`src/rtl/brq_arb_pkg.sv`:
```
// Shared definitions for the memory port arbiter: response FSM state
// encoding and the byte-enable code that selects a full 32-bit word.
package brq_arb_pkg;

  typedef enum logic [1:0] {
    IDLE    = 2'd0,
    RESP_IF = 2'd1,
    RESP_LS = 2'd2
  } arb_state_e;

  // Byte-enable code meaning "full word" (same encoding as ldst_byte_en)
  localparam logic [2:0] BE_FULL_WORD = 3'b010;

endpackage : brq_arb_pkg

```
`src/rtl/arb_starve_cnt.sv`:
```
// Saturating 3-bit fetch-starvation counter with synchronous clear.
// sat_o is high while the count sits at Limit.
module arb_starve_cnt #(
  parameter int unsigned Limit = 4
) (
  input  logic clk_i,
  input  logic rst_i,
  input  logic inc_i,
  input  logic clr_i,
  output logic sat_o
);

  localparam logic [2:0] LimitC = 3'(Limit);

  logic [2:0] cnt_q;
  logic [2:0] cnt_d;

  // Next count: clear wins, otherwise count up until the limit is reached
  always_comb begin
    cnt_d = cnt_q;
    if (clr_i) begin
      cnt_d = 3'd0;
    end else if (inc_i && (cnt_q != LimitC)) begin
      cnt_d = cnt_q + 3'd1;
    end else begin
      cnt_d = cnt_q;
    end
  end

  // Count register, cleared asynchronously by reset
  always_ff @(posedge clk_i or posedge rst_i) begin
    if (rst_i) begin
      cnt_q <= 3'd0;
    end else begin
      cnt_q <= cnt_d;
    end
  end

  assign sat_o = (cnt_q == LimitC);

endmodule : arb_starve_cnt

```
`src/rtl/mem_port_arbiter.sv`:
```
// Arbiter sharing one single-port memory between instruction fetch and
// load/store. Load/store has priority; grants are combinational and reads
// return data exactly one cycle after the grant.
// Optional feature: define MEM_ARB_STARVE_GUARD_EN to let a fetch that has
// waited StarveLimit cycles win over load/store for one cycle.
module mem_port_arbiter
  import brq_arb_pkg::*;
#(
  parameter int unsigned DataWidth   = 32,
  parameter int unsigned AddrWidth   = 15,
  parameter int unsigned StarveLimit = 4
) (
  input  logic                 brq_clk,
  input  logic                 brq_rst,
  input  logic                 if_req,
  input  logic [AddrWidth-1:0] if_addr,
  output logic                 if_gnt,
  output logic                 if_rvalid,
  output logic [DataWidth-1:0] if_rdata,
  input  logic                 ls_req,
  input  logic                 ls_we,
  input  logic [AddrWidth-1:0] ls_addr,
  input  logic [DataWidth-1:0] ls_wdata,
  input  logic [2:0]           ls_be,
  output logic                 ls_gnt,
  output logic                 ls_rvalid,
  output logic [DataWidth-1:0] ls_rdata,
  output logic                 mem_req,
  output logic                 mem_we,
  output logic [AddrWidth-1:0] mem_addr,
  output logic [DataWidth-1:0] mem_wdata,
  output logic [2:0]           mem_be,
  input  logic [DataWidth-1:0] mem_rdata,
  output logic                 arb_stall
);

  if ((StarveLimit < 1) || (StarveLimit > 7)) begin : g_bad_limit
    $error("StarveLimit must lie in 1..7");
  end

  arb_state_e state_q;
  arb_state_e state_d;
  logic       starve_fire_s;

`ifdef MEM_ARB_STARVE_GUARD_EN
  arb_starve_cnt #(
    .Limit (StarveLimit)
  ) u_starve_cnt (
    .clk_i (brq_clk),
    .rst_i (brq_rst),
    .inc_i (if_req & ~if_gnt),
    .clr_i (if_gnt | ~if_req),
    .sat_o (starve_fire_s)
  );
`else
  // Fixed load/store priority: fetch never overrides a load/store request
  assign starve_fire_s = 1'b0;
`endif

  // Grant selection and memory command mux; everything forced low in reset
  always_comb begin
    if_gnt    = 1'b0;
    ls_gnt    = 1'b0;
    mem_req   = 1'b0;
    mem_we    = 1'b0;
    mem_addr  = '0;
    mem_wdata = '0;
    mem_be    = 3'b000;
    arb_stall = 1'b0;
    if (!brq_rst) begin
      if (if_req && (!ls_req || starve_fire_s)) begin
        if_gnt   = 1'b1;
        mem_req  = 1'b1;
        mem_addr = if_addr;
        mem_be   = BE_FULL_WORD;
      end else if (ls_req) begin
        ls_gnt    = 1'b1;
        mem_req   = 1'b1;
        mem_we    = ls_we;
        mem_addr  = ls_addr;
        mem_wdata = ls_wdata;
        mem_be    = ls_be;
      end else begin
        mem_req = 1'b0;
      end
      arb_stall = (if_req & ~if_gnt) | (ls_req & ~ls_gnt);
    end else begin
      arb_stall = 1'b0;
    end
  end

  // Next state: remember which requester owns next cycle's read data
  always_comb begin
    state_d = IDLE;
    if (if_gnt) begin
      state_d = RESP_IF;
    end else if (ls_gnt && !ls_we) begin
      state_d = RESP_LS;
    end else begin
      state_d = IDLE;
    end
  end

  // Response state register; reset drops any in-flight read
  always_ff @(posedge brq_clk or posedge brq_rst) begin
    if (brq_rst) begin
      state_q <= IDLE;
    end else begin
      state_q <= state_d;
    end
  end

  // Route memory read data to the owner of the response cycle
  always_comb begin
    if_rvalid = 1'b0;
    ls_rvalid = 1'b0;
    if_rdata  = '0;
    ls_rdata  = '0;
    case (state_q)
      RESP_IF: begin
        if_rvalid = 1'b1;
        if_rdata  = mem_rdata;
      end
      RESP_LS: begin
        ls_rvalid = 1'b1;
        ls_rdata  = mem_rdata;
      end
      default: begin
        if_rvalid = 1'b0;
        ls_rvalid = 1'b0;
      end
    endcase
  end

endmodule : mem_port_arbiter

```
`config.mk`:
```
export PLATFORM = sky130hd
export DESIGN_NAME = mem_port_arbiter
export DESIGN_NICKNAME = d
export VERILOG_FILES = /design/src/rtl/brq_arb_pkg.sv /design/src/rtl/arb_starve_cnt.sv /design/src/rtl/mem_port_arbiter.sv
export SDC_FILE = /design/constraint.sdc
export NUM_CORES = 1
export LEC_CHECK = 0
export CORE_AREA = 4 4 85 87
export CTS_BUF_LIST = sky130_fd_sc_hd__clkbuf_8
export CTS_CLUSTER_DIAMETER = 200
export CTS_CLUSTER_SIZE = 24
export DETAILED_ROUTE_END_ITERATION = 8
export DIE_AREA = 0 0 89 91
export PLACE_DENSITY_LB_ADDON = 0.08
export SETUP_SLACK_MARGIN = 0.2
export SYNTH_ARGS = -nofsm -noshare
export SYNTH_HDL_FRONTEND = slang
export SYNTH_HIERARCHICAL = 1
export SYNTH_SLANG_ARGS = --single-unit
```
`constraint.sdc`:
```
create_clock -name brq_clk -period 2.07 [get_ports brq_clk]
set_input_delay 0.414 -clock brq_clk [delete_from_list [all_inputs] [get_ports brq_clk]]
set_output_delay 0.414 -clock brq_clk [all_outputs]
set_load 0.02 [all_outputs]
```
* Word level (Yosys, flattened, before mapping)
Index checks and enable logic that the tools add are counted.
** Storage, ports and cells
- Register bits :: 2
- Output and inout bits :: 121
- Logic and storage cells :: 40
- Input port bits :: 102
** Operators by class
- Eq/ne operators :: 2
- Muxes and demuxes :: 28
- Reduce and logical (&&, ||, !) cells :: 4
- Bitwise operators :: 5
** Operators with widths (count)
- $mux W32 :: 5
- $mux W15 :: 3
- $mux W1 :: 15
- $mux W3 :: 3
- $mux W2 :: 2
- $and A1 B1 Y1 :: 2
- $eq A2 B1 Y1 const B :: 1
- $eq A2 B2 Y1 const B :: 1
- $logic_and A1 B1 Y1 :: 2
- $logic_not A1 Y1 :: 2
- $not A1 Y1 :: 2
- $or A1 B1 Y1 :: 1

* Longest topological paths before layout
- Depth after elaboration :: 8
- Depth in mapped cells :: 4
- Depth with buffers taken out :: 2

* Least setup slack after synthesis
No wires, ideal clock.
- Kind :: input to output
- From :: input if_req
- To :: output mem_addr[10]
- Data arrival time :: 1213 ps
- Stages on the path :: 4
- Path slack :: 443 ps
- Required time :: 1656 ps
- Buffers on the path :: 2
- Cell sequence :: buf_2 buf_2 nand3b_1 a21oi_1
** On the way
- Longest elaborated chain between the ends :: 3
** RTL lines
- start: declaration :: line mem_port_arbiter.sv:15 : input logic if_req,
- $logic_and A1 B1 Y1 :: line mem_port_arbiter.sv:71 : if (if_req && (!ls_req || starve_fire_s)) begin
- $mux W15 :: line mem_port_arbiter.sv:71
- $mux W15 :: line mem_port_arbiter.sv:70 : if (!brq_rst) begin
- end: declaration :: line mem_port_arbiter.sv:30 : output logic [AddrWidth-1:0] mem_addr,
No other way between the ends.

* Final worst setup path
- From :: input ls_req
- To :: output mem_addr[9]
** On the way
- Longest elaborated chain between the ends :: 4
- Elaborated cells on any way between the ends :: 5
- Those cells by class :: mux (3); reduce/logical (2)
** RTL lines
- start: declaration :: line mem_port_arbiter.sv:20 : input logic ls_req,
- $logic_not A1 Y1 :: line mem_port_arbiter.sv:71
- $logic_and A1 B1 Y1 :: line mem_port_arbiter.sv:71
- $mux W15 (*) :: line mem_port_arbiter.sv:71
- $mux W15 (*) :: line mem_port_arbiter.sv:70
Mark *: on every way between the ends. The rest lies on a longest branch, timed or not.

==> results.py <==
metrics = {
    "place": {
        "place_congestion": 0.750,
        "dp_hpwl_um": 5800,
        "numPortBuffers": 222,
    },
    "die": {
        "dieWidth_um": 89,
        "die_area_um2": 8100,
        "fp.dieH_um": 91,
        "core_um2": 6350,
        "ios": 223,
        "rows": 29,
        "initial_core_util_pct": 15.9,
    },
    "yosys": {
        "synth_cell_type_count": 14,
        "yosys-top-cells-count": "and2_1, a32o_1, buf_6",
        "ys_seq_area_share_pct": 4.97,
        "ys_ff_latch": 2,
        "yosys.area.top_type": "and2_1",
        "synthCells": 145,
        "syn-cell-area_um2": 1010,
        "syn_nets": 247,
        "synth.most_common_cell": "and2_1",
        "synth_area_per_cell_um2": 6.95,
        "ys_warn_count": 6,
        "synth_edf_count": 0,
        "synth_top_cell_area_share_pct": 62.7,
        "synth_async_sr_flop_share_pct": 100,
        "synth_flop_cell": "dfrtp_1",
        "synth_area_leaders": "and2_1, a32o_1, buf_6",
    },
    "cells_and_area": {
        "reg_top3": "state_q (2)",
        "antenna_cells": 0,
        "n_fill_cell": 663,
        "syn2layout_area_growth_pct": 204,
        "multi_input_area_um2": 852,
        "final_core_util_pct": 48.2,
        "num-nets-final": 476,
        "drive_above_1_share_pct": 36.0,
        "regArea_um2": 50.0,
        "largest_register_ffs": 2,
        "regMostFlops": "state_q",
    },
    "timing": {
        "max_freq_ghz": 0.551,
        "slew_violations": 0,
        "rsz0062_at_grt": "no",
        "maxSlewHeadroom_pct": 84.6,
        "period_needed_ps": 1810,
        "hold_viol": 0,
        "fin_crit_sh_pct": 87.7,
        "finalSetupViolations": 0,
        "worst_pin_slew_ps": 232,
    },
    "worst_setup_path": {
        "arrival_ps": 1400,
        "crit_fanout": 13,
        "end_kind": "output pin",
        "worst_ep_required_time_ps": 1660,
        "start_kind": "primary input",
        "cp-startpoint": "ls_req",
        "path_class": "primary input to output pin",
    },
    "drt": {
        "drt-initial-drc-count": 24,
        "route.antenna.remaining_nets": 0,
        "drt-total-wl_um": 7070,
        "via_per_inst": 4.06,
        "via_count": 1825,
        "drt_first_pass_iters": 4,
        "routedWlPerCell_um": 15.7,
        "remaining_drc_errors": 0,
    },
    "global_routing": {
        "grt_overflow": 0,
        "grt_first_pass_wirelength_um": 10100,
        "track_usage_pct": 15.8,
        "antenna_found_initial": 0,
        "grt_start_max_net_pins": 34,
        "grt_pass1_vias": 1866,
    },
    "job": {
        "maxCapViolations": 0,
    },
    "power_and_ir_drop": {
        "p_total_uw": 752,
        "ir_worst_vdd_uv": 116,
        "power_density_nw_per_um2": 246,
        "p_leak_uw": 0.00152,
    },
    "clock_tree": {
        "numCtsBuffers": 3,
        "cts.reportedPaths.clkPinSlew_ps": 30,
        "htreeDepth": 1,
        "cts_tree": "built",
        "cts-root-buf": "clkbuf_8",
        "clock_sinks": 2,
        "clockBufferDepth": 2,
    },
    "hold_path": {
        "hp-class": "primary input to asynchronous set/reset pin",
    },
    "outcome": {
        "status": "finished clean",
    },
}
-- final cells by class --
type | instances | share of cell area (%)
timing repair buffer | 239 | 65.9
inverter | 1 | 0.123
clock buffer | 3 | 1.35
multi-input combinational | 127 | 27.8
tap | 77 | 3.15
sequential | 2 | 1.64
-- worst max-delay path, stage by stage --
cell and delay, ps:
buf_2 120, nor2b_4 150, buf_6 110, buf_6 110, buf_16 130, a32o_1 200, buf_4 160
-- worst max path at each step --
stage          slack, ps            to  cells past startpoint
2_1_floorplan        440  mem_addr[10]                      4
3_3_place_gp        -500  mem_wdata[4]                      5
3_5_place_dp        -510  mem_wdata[4]                      5
4_1_cts              110  mem_wdata[4]                      6
5_1_grt              200     mem_be[2]                      6
6_report             260   mem_addr[9]                      7
-- repair_timing --
item                       in CTS  in global routing
hold buffers                    0                  0
gates resized for setup       297                131
cloned                          3                  0
setup endpoints to repair     121                115
setup buffers                   4                  1
-- per-layer routing --
metal | global-route usage, % | part of all wire (%)
met1 | 13.6 | 30
met2 | 30.8 | 51
met3 | 8.05 | 17
met4 | 4.84 | 1.6
met5 | 0 | 0
-- cells in the final DEF (no fill, tap or decap) --
cell / instances
nand2_1: 1
buf_16: 3
buf_2: 27
inv_1: 1
buf_6: 8
and2_1: 99
and2_4: 2
clkbuf_8: 3
a32o_1: 14
nor2b_4: 1
nor2b_1: 2
buf_12: 3
clkdlybuf4s50_1: 98
clkdlybuf4s15_2: 9
mux2i_1: 1
a21oi_1: 1
dfrtp_1: 2
clkdlybuf4s15_1: 8
and2b_1: 1
clkbuf_2: 58
clkdlybuf4s18_2: 1
dlygate4sd2_1: 5
nor2_1: 4
nand3b_1: 1
buf_4: 19
-- per-stage QoR --
| step | area, um^2 | setup WS [ps] | setup TNS [ps] | instances | hold WS [ps] |
|---|---|---|---|---|---|
| floorplan | 1010 | 443 | 0 | 145 | 155 |
| global placement | 3320 | -496 | -24390 | 438 | 798 |
| detailed placement | 3320 | -515 | -25300 | 438 | 795 |
| CTS | 3300 | 109 | 0 | 448 | 357 |
| global route | 3060 | 196 | 0 | 449 | 243 |
| finish | 3060 | 255 | 0 | 449 | 231 |
-- kinds of logic (layout without fill, tap and decap cells) --
family / count (synthesis) / count (layout) / share of synthesized area [%]
AND/OR/NAND/NOR: 111 / 111 / 68.0
buffers and inverters: 16 / 243 / 11.7
AO/OA/AOI/OAI: 15 / 15 / 14.4
flip-flops: 2 / 2 / 4.97
multiplexers: 1 / 1 / 0.994
-- power by group --
group / leakage, uW / switching [uW] / internal [uW] / total, uW
clock network: 0.0000216 / 28.9 / 123 / 152
logic: 0.00148 / 236 / 323 / 559
registers: 0.0000269 / 0.550 / 40.9 / 41.5
total: 0.00152 / 265 / 487 / 752
No activity file was read; power rests on OpenSTA's default activity.
